===== src/rtl/apb_timer_slave.sv =====
`default_nettype none
// ============================================================================
// Module      : apb_timer_slave
// Description : APB3 down-counter timer with 8-bit prescaler, EXTIN edge count
//               enable, periodic/one-shot modes and a level interrupt.
//               Optional single wait state per transfer: APB_TIMER_WAIT_EN.
// Revision    : 1.0 - initial release
// ============================================================================
module apb_timer_slave #(
  parameter int ADDRWIDTH = 16,
  parameter int DATAWIDTH = 32
) (
  input  logic                 HCLK,
  input  logic                 HRESET,
  input  logic                 PCLKEN,
  input  logic                 PSEL,
  input  logic                 PENABLE,
  input  logic [ADDRWIDTH-1:0] PADDR,
  input  logic                 PWRITE,
  input  logic [DATAWIDTH-1:0] PWDATA,
  output logic [DATAWIDTH-1:0] PRDATA,
  output logic                 PREADY,
  output logic                 PSLVERR,
  input  logic                 EXTIN,
  output logic                 TIMERINT
);

  localparam logic [2:0] c_OFF_CTRL     = 3'd0;
  localparam logic [2:0] c_OFF_VALUE    = 3'd1;
  localparam logic [2:0] c_OFF_RELOAD   = 3'd2;
  localparam logic [2:0] c_OFF_INTSTAT  = 3'd3;
  localparam logic [2:0] c_OFF_PRESCALE = 3'd4;

  // Register state
  logic                 r_en;
  logic                 r_extsel;
  logic                 r_irqen;
  logic                 r_oneshot;
  logic [DATAWIDTH-1:0] r_value;
  logic [DATAWIDTH-1:0] r_reload;
  logic                 r_intstat;
  logic [7:0]           r_prescale;
  logic [7:0]           r_presc_cnt;

  // EXTIN synchroniser and edge detect
  logic                 r_ext_meta;
  logic                 r_ext_sync;
  logic                 r_ext_prev;

  // Bus decode
  logic [2:0]           w_offset;
  logic                 w_mapped;
  logic                 w_setup;
  logic                 w_access;
  logic                 w_wr;
  logic                 w_capture;
  logic                 w_wr_ctrl;
  logic                 w_wr_value;
  logic                 w_wr_reload;
  logic                 w_wr_intstat;
  logic                 w_wr_prescale;
  logic [DATAWIDTH-1:0] w_rdata;
  logic                 w_unused_addr;

  // Counting
  logic                 w_ext_rise;
  logic                 w_en_clear;
  logic                 w_en_rise;
  logic                 w_tick;
  logic                 w_presc_hit;
  logic                 w_dec;
  logic                 w_expire;

  assign w_offset      = PADDR[4:2];
  assign w_mapped      = (w_offset <= c_OFF_PRESCALE);
  assign w_unused_addr = ^{PADDR[ADDRWIDTH-1:5], PADDR[1:0]};

  assign w_setup  = PSEL & ~PENABLE & PCLKEN;
  assign w_access = PSEL & PENABLE & PREADY & PCLKEN;
  assign w_wr     = w_access & PWRITE;

  assign w_wr_ctrl     = w_wr & (w_offset == c_OFF_CTRL);
  assign w_wr_value    = w_wr & (w_offset == c_OFF_VALUE);
  assign w_wr_reload   = w_wr & (w_offset == c_OFF_RELOAD);
  assign w_wr_intstat  = w_wr & (w_offset == c_OFF_INTSTAT);
  assign w_wr_prescale = w_wr & (w_offset == c_OFF_PRESCALE);

  always_comb begin
    w_rdata = '0;
    case (w_offset)
      c_OFF_CTRL:     w_rdata = {{(DATAWIDTH-4){1'b0}}, r_oneshot, r_irqen, r_extsel, r_en};
      c_OFF_VALUE:    w_rdata = r_value;
      c_OFF_RELOAD:   w_rdata = r_reload;
      c_OFF_INTSTAT:  w_rdata = {{(DATAWIDTH-1){1'b0}}, r_intstat};
      c_OFF_PRESCALE: w_rdata = {{(DATAWIDTH-8){1'b0}}, r_prescale};
      default:        w_rdata = '0;
    endcase
  end

`ifdef APB_TIMER_WAIT_EN
  typedef enum logic [0:0] {
    ST_READY = 1'b0,
    ST_WAIT  = 1'b1
  } apb_state_t;

  apb_state_t r_state;
  apb_state_t w_state_next;

  always_ff @(posedge HCLK or posedge HRESET) begin
    if (HRESET) begin
      r_state <= ST_READY;
    end else begin
      r_state <= w_state_next;
    end
  end

  // Read data and error are captured in the wait cycle so they are valid with PREADY.
  always_comb begin
    w_state_next = r_state;
    w_capture    = 1'b0;
    case (r_state)
      ST_READY: begin
        if (w_setup) begin
          w_state_next = ST_WAIT;
        end
      end
      ST_WAIT: begin
        if (PSEL & PENABLE & PCLKEN) begin
          w_state_next = ST_READY;
          w_capture    = 1'b1;
        end
      end
      default: w_state_next = ST_READY;
    endcase
  end

  assign PREADY = (r_state == ST_READY);
`else
  assign w_capture = w_setup;
  assign PREADY    = 1'b1;
`endif

  always_ff @(posedge HCLK or posedge HRESET) begin
    if (HRESET) begin
      PRDATA  <= '0;
      PSLVERR <= 1'b0;
    end else if (w_capture) begin
      PSLVERR <= ~w_mapped;
      if (!PWRITE) begin
        PRDATA <= w_rdata;
      end
    end
  end

  // The synchroniser runs every HCLK; only the edge reference is frozen by PCLKEN,
  // so an edge arriving while PCLKEN=0 is still seen on the next enabled cycle.
  always_ff @(posedge HCLK or posedge HRESET) begin
    if (HRESET) begin
      r_ext_meta <= 1'b0;
      r_ext_sync <= 1'b0;
      r_ext_prev <= 1'b0;
    end else begin
      r_ext_meta <= EXTIN;
      r_ext_sync <= r_ext_meta;
      if (PCLKEN) begin
        r_ext_prev <= r_ext_sync;
      end
    end
  end

  assign w_ext_rise  = r_ext_sync & ~r_ext_prev;
  assign w_en_clear  = w_wr_ctrl & ~PWDATA[0];
  assign w_en_rise   = w_wr_ctrl & PWDATA[0] & ~r_en;
  assign w_tick      = PCLKEN & r_en & ~w_en_clear & (r_extsel ? w_ext_rise : 1'b1);
  assign w_presc_hit = (r_presc_cnt == r_prescale);
  assign w_dec       = w_tick & w_presc_hit;
  assign w_expire    = w_dec & (r_value == '0);

  always_ff @(posedge HCLK or posedge HRESET) begin
    if (HRESET) begin
      r_en      <= 1'b0;
      r_extsel  <= 1'b0;
      r_irqen   <= 1'b0;
      r_oneshot <= 1'b0;
    end else if (w_wr_ctrl) begin
      {r_oneshot, r_irqen, r_extsel, r_en} <= PWDATA[3:0];
    end else if (w_expire & r_oneshot) begin
      r_en <= 1'b0;
    end
  end

  always_ff @(posedge HCLK or posedge HRESET) begin
    if (HRESET) begin
      r_prescale <= 8'd0;
      r_reload   <= '0;
    end else begin
      if (w_wr_prescale) begin
        r_prescale <= PWDATA[7:0];
      end
      if (w_wr_reload) begin
        r_reload <= PWDATA;
      end
    end
  end

  always_ff @(posedge HCLK or posedge HRESET) begin
    if (HRESET) begin
      r_presc_cnt <= 8'd0;
    end else if (w_wr_prescale | w_wr_value | w_en_rise) begin
      r_presc_cnt <= 8'd0;
    end else if (w_tick) begin
      r_presc_cnt <= w_presc_hit ? 8'd0 : r_presc_cnt + 8'd1;
    end
  end

  // A bus write to VALUE takes priority over a decrement on the same edge.
  always_ff @(posedge HCLK or posedge HRESET) begin
    if (HRESET) begin
      r_value <= '0;
    end else if (w_wr_value) begin
      r_value <= PWDATA;
    end else if (w_dec) begin
      if (r_value != '0) begin
        r_value <= r_value - 1'b1;
      end else if (!r_oneshot) begin
        r_value <= r_reload;
      end
    end
  end

  always_ff @(posedge HCLK or posedge HRESET) begin
    if (HRESET) begin
      r_intstat <= 1'b0;
    end else if (w_expire) begin
      r_intstat <= 1'b1;
    end else if (w_wr_intstat & PWDATA[0]) begin
      r_intstat <= 1'b0;
    end
  end

  assign TIMERINT = r_intstat & r_irqen;

endmodule
`default_nettype wire

===== config.mk =====
export PLATFORM = sky130hd
export DESIGN_NAME = apb_timer_slave
export DESIGN_NICKNAME = d
export VERILOG_FILES = /design/src/rtl/apb_timer_slave.sv
export SDC_FILE = /design/constraint.sdc
export NUM_CORES = 1
export LEC_CHECK = 0
export CAP_MARGIN = 0
export CELL_PAD_IN_SITES_DETAIL_PLACEMENT = 1
export CELL_PAD_IN_SITES_GLOBAL_PLACEMENT = 1
export CORE_UTILIZATION = 35
export CTS_BUF_LIST = sky130_fd_sc_hd__clkbuf_16
export DETAILED_ROUTE_END_ITERATION = 8
export PLACE_DENSITY = 0.76
export REMOVE_ABC_BUFFERS = 1
export SLEW_MARGIN = 20
export SYNTH_ARGS = -nofsm -noshare
export SYNTH_HDL_FRONTEND = slang
export SYNTH_SLANG_ARGS = --single-unit

===== constraint.sdc =====
create_clock -name HCLK -period 5.3 [get_ports HCLK]
set_input_delay 1.06 -clock HCLK [delete_from_list [all_inputs] [get_ports HCLK]]
set_output_delay 1.06 -clock HCLK [all_outputs]
set_load 0.05 [all_outputs]

[Word-level counts from Yosys, hierarchy flattened]
Cells that the tools add are included.
Cells by class
  add/sub/neg operators: 2
  $lt $le $gt $ge: 1
  equal/unequal tests: 6
  multiplexer cells: 13
  bitwise gates (word level): 31
  reduce and logical (&&, ||, !) cells: 9
Operators by type and width (count)
  $pmux 32 s5: 1
  $mux 32: 4
  $logic_not 32->1: 1
  $reduce_bool 32->1: 1
  $sub 32x1->32 const B: 1
  $mux 8: 3
  $and 1x1->1: 22
  $add 8x1->8 const B: 1
  $eq 8x8->1: 1
  $reduce_bool 2->1: 4
  $not 1->1: 7
  $eq 3x2->1 const B: 2
  $mux 1: 5
  $reduce_and 2->1: 2
  $eq 3x1->1 const B: 1
  $eq 3x3->1 const B: 1
  $le 3x3->1 const B: 1
  $logic_not 3->1: 1
  $ne 3x1->1 const B: 1
  $or 1x1->1: 2
Word-level totals
  register bits: 121
  input port bits: 55
  output and inout port bits: 35
  logic and storage cells: 76

[Logic depth before layout (Yosys ltp)]
  word-level depth: 13
  depth in mapped cells: 10
  gate-level depth less buffers: 8

[Least setup slack after synthesis]
No wires, ideal clock.
  kind: input to register
  start: in PADDR[2]
  end: reg r_value[4]
  arrival time: 2.656 ns
  required time: 5.174 ns
  slack: 2.518 ns
  cell stages on the path: 9
  path through: buf_2 > nor3_1 > nand2b_1 > o2111a_1 > buf_4 > nand4_4 > buf_6 > a211oi_1 > a221o_2
Between the ends
  word-level cells in the longest chain between the ends: 9
  elaborated cells on any way between the ends: 13
RTL lines
  start: declaration: line 18  | input logic [ADDRWIDTH-1:0] PADDR,
  $logic_not 3->1: line 82  | assign w_wr_ctrl = w_wr & (w_offset == c_OFF_CTRL);
  $and 1x1->1: line 82
  $and 1x1->1: line 172  | assign w_en_clear = w_wr_ctrl & ~PWDATA[0];
  $not 1->1: line 174  | assign w_tick = PCLKEN & r_en & ~w_en_clear & (r_extsel ? w_ext_rise : 1'b1);
  $and 1x1->1 (2 in series): line 174
  $and 1x1->1: line 176  | assign w_dec = w_tick & w_presc_hit;
  $reduce_bool 2->1 (no line)
  $reduce_and 2->1 (no line)
  end signal: assignment: line 224  | r_value <= r_value - 1'b1;
  end signal: assignment: line 226  | r_value <= r_reload;
  end: declaration: line 39  | logic [DATAWIDTH-1:0] r_value;
Several ways; a longest one is shown, not always the timed one.
A chain may end at the register's enable or synchronous reset.

[Final worst setup path]
  start: in PADDR[2]
  end: reg r_value[11]
Same word-level chain as after synthesis.

==> metrics <==
leakage=around 3.3 nW; post-synthesis xor/xnor area fraction=3.50%; H-tree depth=4; sequential element share of the synthesized area=a little under half; largest family of logic cells by synthesized area=compound AO/OA/AOI/OAI gates; cts hold-fix bufs=0; library cells used by synthesis=65; commonest non-fill, non-tap cell in the layout=dfrtp_1; IO Pins=90; routed vias=5525; WP data arrival=3870 ps; placed cells=923; clk buf depth=2; wire per inst=approximately 20 µm; ant diodes=0; largest cells by area after synthesis=dfrtp_1 (47%), mux2_2 (7.6%), o21ai_0 (4.5%); Worst Path Required=5620 ps; final cycle utilization of the critical path=67.1%; synthesized flop and latch total=121; layout cell share with drive strength beyond 1=15.1%; Synth Flop Type=dfrtp_1; Max FO, Critical Path=19; DRT iter0 DRCs=379; Worst setup EP type=flip-flop; Synth Area in Adders=0.577%; worst path cell trace=clkdlybuf4s50_1 > nor3_1 > nand2b_1 > o2111a_1 > buf_4 > a31oi_4 > buf_4 > nor2_1 > o22a_1; Resize count post-CTS=0; EDFF count, synth=0; simple-gate area share of the yosys netlist=about 17%; Vias per Instance=5.78; DP HPWL=between 10 and 15 mm; final hold slack=359 ps; Crit path top cell by count=buf_4; Worst-path clk slew=about 60 ps; cell area after layout=about 8000 µm²; first-pass GRT wire length=31.7 mm; clk_lat worst skew=430 ps; Routed Antenna Nets=0; Setup Crit Path Kind=primary input to flip-flop; post-synth top area cell=dfrtp_1; hold crit path type=flip-flop to flip-flop; max cap viols=0; # DRC=10; TritonCTS clock tree=yes; Cells after Synth=652; initial antenna violation count=0; Finished Layout Cells=956; die height=138 µm; GP Congestion=0.827; total gr overflow=0; CTS buffer count=17; YS warnings=0; area share of the largest cell type after synthesis=46.5%; Die ar.=19100 µm²; pin count of the biggest net entering global routing=63; Pwr Density=453 nW/µm²; most frequent cells in the layout=dfrtp_1 (121), clkdlybuf4s50_1 (75), nand2_1 (71); synth-to-layout area growth=23.0%; Setup TNS=0 ps; chip width=approximately 140 µm; Layout fillers=1984; core area=18100 µm²; Post-DP Area=7400 µm²; failing checks=design-rule violations; first-pass detailed-route iteration total=6; Clock Sink Count=~120; Rel. slew slack=24.1%; nets@finish=772; Crit-path slowest cell=clkdlybuf4s50_1; max-slew violation count=0; CP max stage delay=600 ps; min Tclk post-route=3550 ps; ys async rst share=100%; RSZ-0062 raised after global routing=no; Worst Skew=7.24 ps; Synth Cell Area=6510 µm²; mux contribution to synthesized area=approximately 8.4%; post-synthesis compound-gate area fraction=19.2%; final hold violations=0; slew at the pin closest to its max-slew limit=roughly 1100 ps; Post-CTS Setup Bufs=0; top achievable clock speed=281 MHz; drt total wl=19.4 mm; vias in the first global route=just under 6000; site row count=49; final setup fails=0; status=finished, violations left; number of I/O port buffers=75; Avg Inst Size Synth=9.98 µm²; Initial Util=36.0%; Root Buffer=clkbuf_16; GRT Util Overall=a little over a fifth; startpoint types=primary input; worst vdd ir=0.263 mV; Design Power=3.63 mW
-- synth_stat cells (4+ instances only) --
| library cell | count |
|---|---|
| o22ai_1 | 5 |
| nor2b_1 | 7 |
| nand4_1 | 8 |
| o21ai_0 | 59 |
| a211oi_1 | 11 |
| o211ai_1 | 7 |
| nand2_1 | 71 |
| and3_1 | 4 |
| nor2_1 | 51 |
| dfrtp_1 | 121 |
| o22a_1 | 5 |
| a22oi_1 | 34 |
| xor2_1 | 4 |
| mux2_2 | 44 |
| a21oi_1 | 23 |
| nand2b_1 | 5 |
| buf_6 | 4 |
| nor4_2 | 5 |
| mux2i_1 | 5 |
| nor4_1 | 5 |
| o31ai_1 | 6 |
| a221o_1 | 11 |
| nand3_1 | 10 |
| or4_1 | 5 |
| xnor2_1 | 22 |
| or3_1 | 5 |
| nor3_1 | 16 |
| clkbuf_1 | 20 |
| buf_4 | 5 |
| inv_1 | 11 |
| buf_2 | 13 |
-- registers in the layout, summed over array words and instances, names as in the netlist --
register and flops:
r_ext_sync 1, r_extsel 1, r_en 1, PRDATA 32, r_oneshot 1, r_ext_prev 1
r_presc_cnt 8, r_ext_meta 1, r_prescale 8, r_reload 32, r_intstat 1, r_value 32
PSLVERR 1, r_irqen 1
-- routing by layer --
metal  routed length [µm]  track usage, %
met1                 8440            26.7
met2                 9870            35.6
met3                  719            3.95
met4                  332            8.46
met5                    0               0
-- area by class of cell --
class | instances | area [µm²] | share of cell area [%]
clock buffers | 17 | 425 | 5.31
clock inverters | 15 | 160 | 2.00
inverters | 11 | 43.8 | 0.547
multi-input cells | 475 | 3190 | 39.9
flip-flops and latches | 121 | 3030 | 37.8
well taps | 229 | 287 | 3.58
repair buffers | 88 | 868 | 10.8
-- stage by stage --
step,utilization (%),setup slack [ps]
3_5_place_dp,40.9,1350
2_1_floorplan,-,946
3_3_place_gp,40.9,1420
5_1_grt,44.3,1580
4_1_cts,44.2,1780
6_report,44.3,1750
-- kinds of logic (layout without fill, tap and decap cells) --
logic type | after synthesis | count (layout)
xor+xnor | 26 | 26
simple gates | 211 | 211
compound gates | 185 | 185
other cells | 1 | 1
flops | 121 | 121
fa+ha+maj | 3 | 3
mux | 49 | 49
buf+inv | 56 | 131
-- final timing paths --
check	startpoint	end	slack [ps]	cells past startpoint
max	PADDR[2]	r_value[11]$_DFFE_PP0P_	1750	9
min	r_ext_meta$_DFF_PP0_	r_ext_sync$_DFF_PP0_	360	0
min in group asynchronous	HRESET	r_value[27]$_DFFE_PP0P_	1150	2
max in group asynchronous	HRESET	r_value[10]$_DFFE_PP0P_	3160	3
max reg2reg	r_value[13]$_DFFE_PP0P_	r_value[25]$_DFFE_PP0P_	2180	6
min reg2reg	r_ext_meta$_DFF_PP0_	r_ext_sync$_DFF_PP0_	360	0
-- worst max-delay path, delay by kind of cell --
kind | cells | cell delay (ps)
buffers and inverters | 3 | 1160
and+or+nand+nor | 3 | 660
AOI/OAI and AO/OA | 3 | 970
-- power by group --
| group | internal, mW | switching [mW] |
|---|---|---|
| registers | 1.10 | 0.287 |
| clock network | 0.729 | 0.439 |
| logic | 0.465 | 0.610 |
| total | 2.29 | 1.34 |
(Power assumes the default switching activity.)
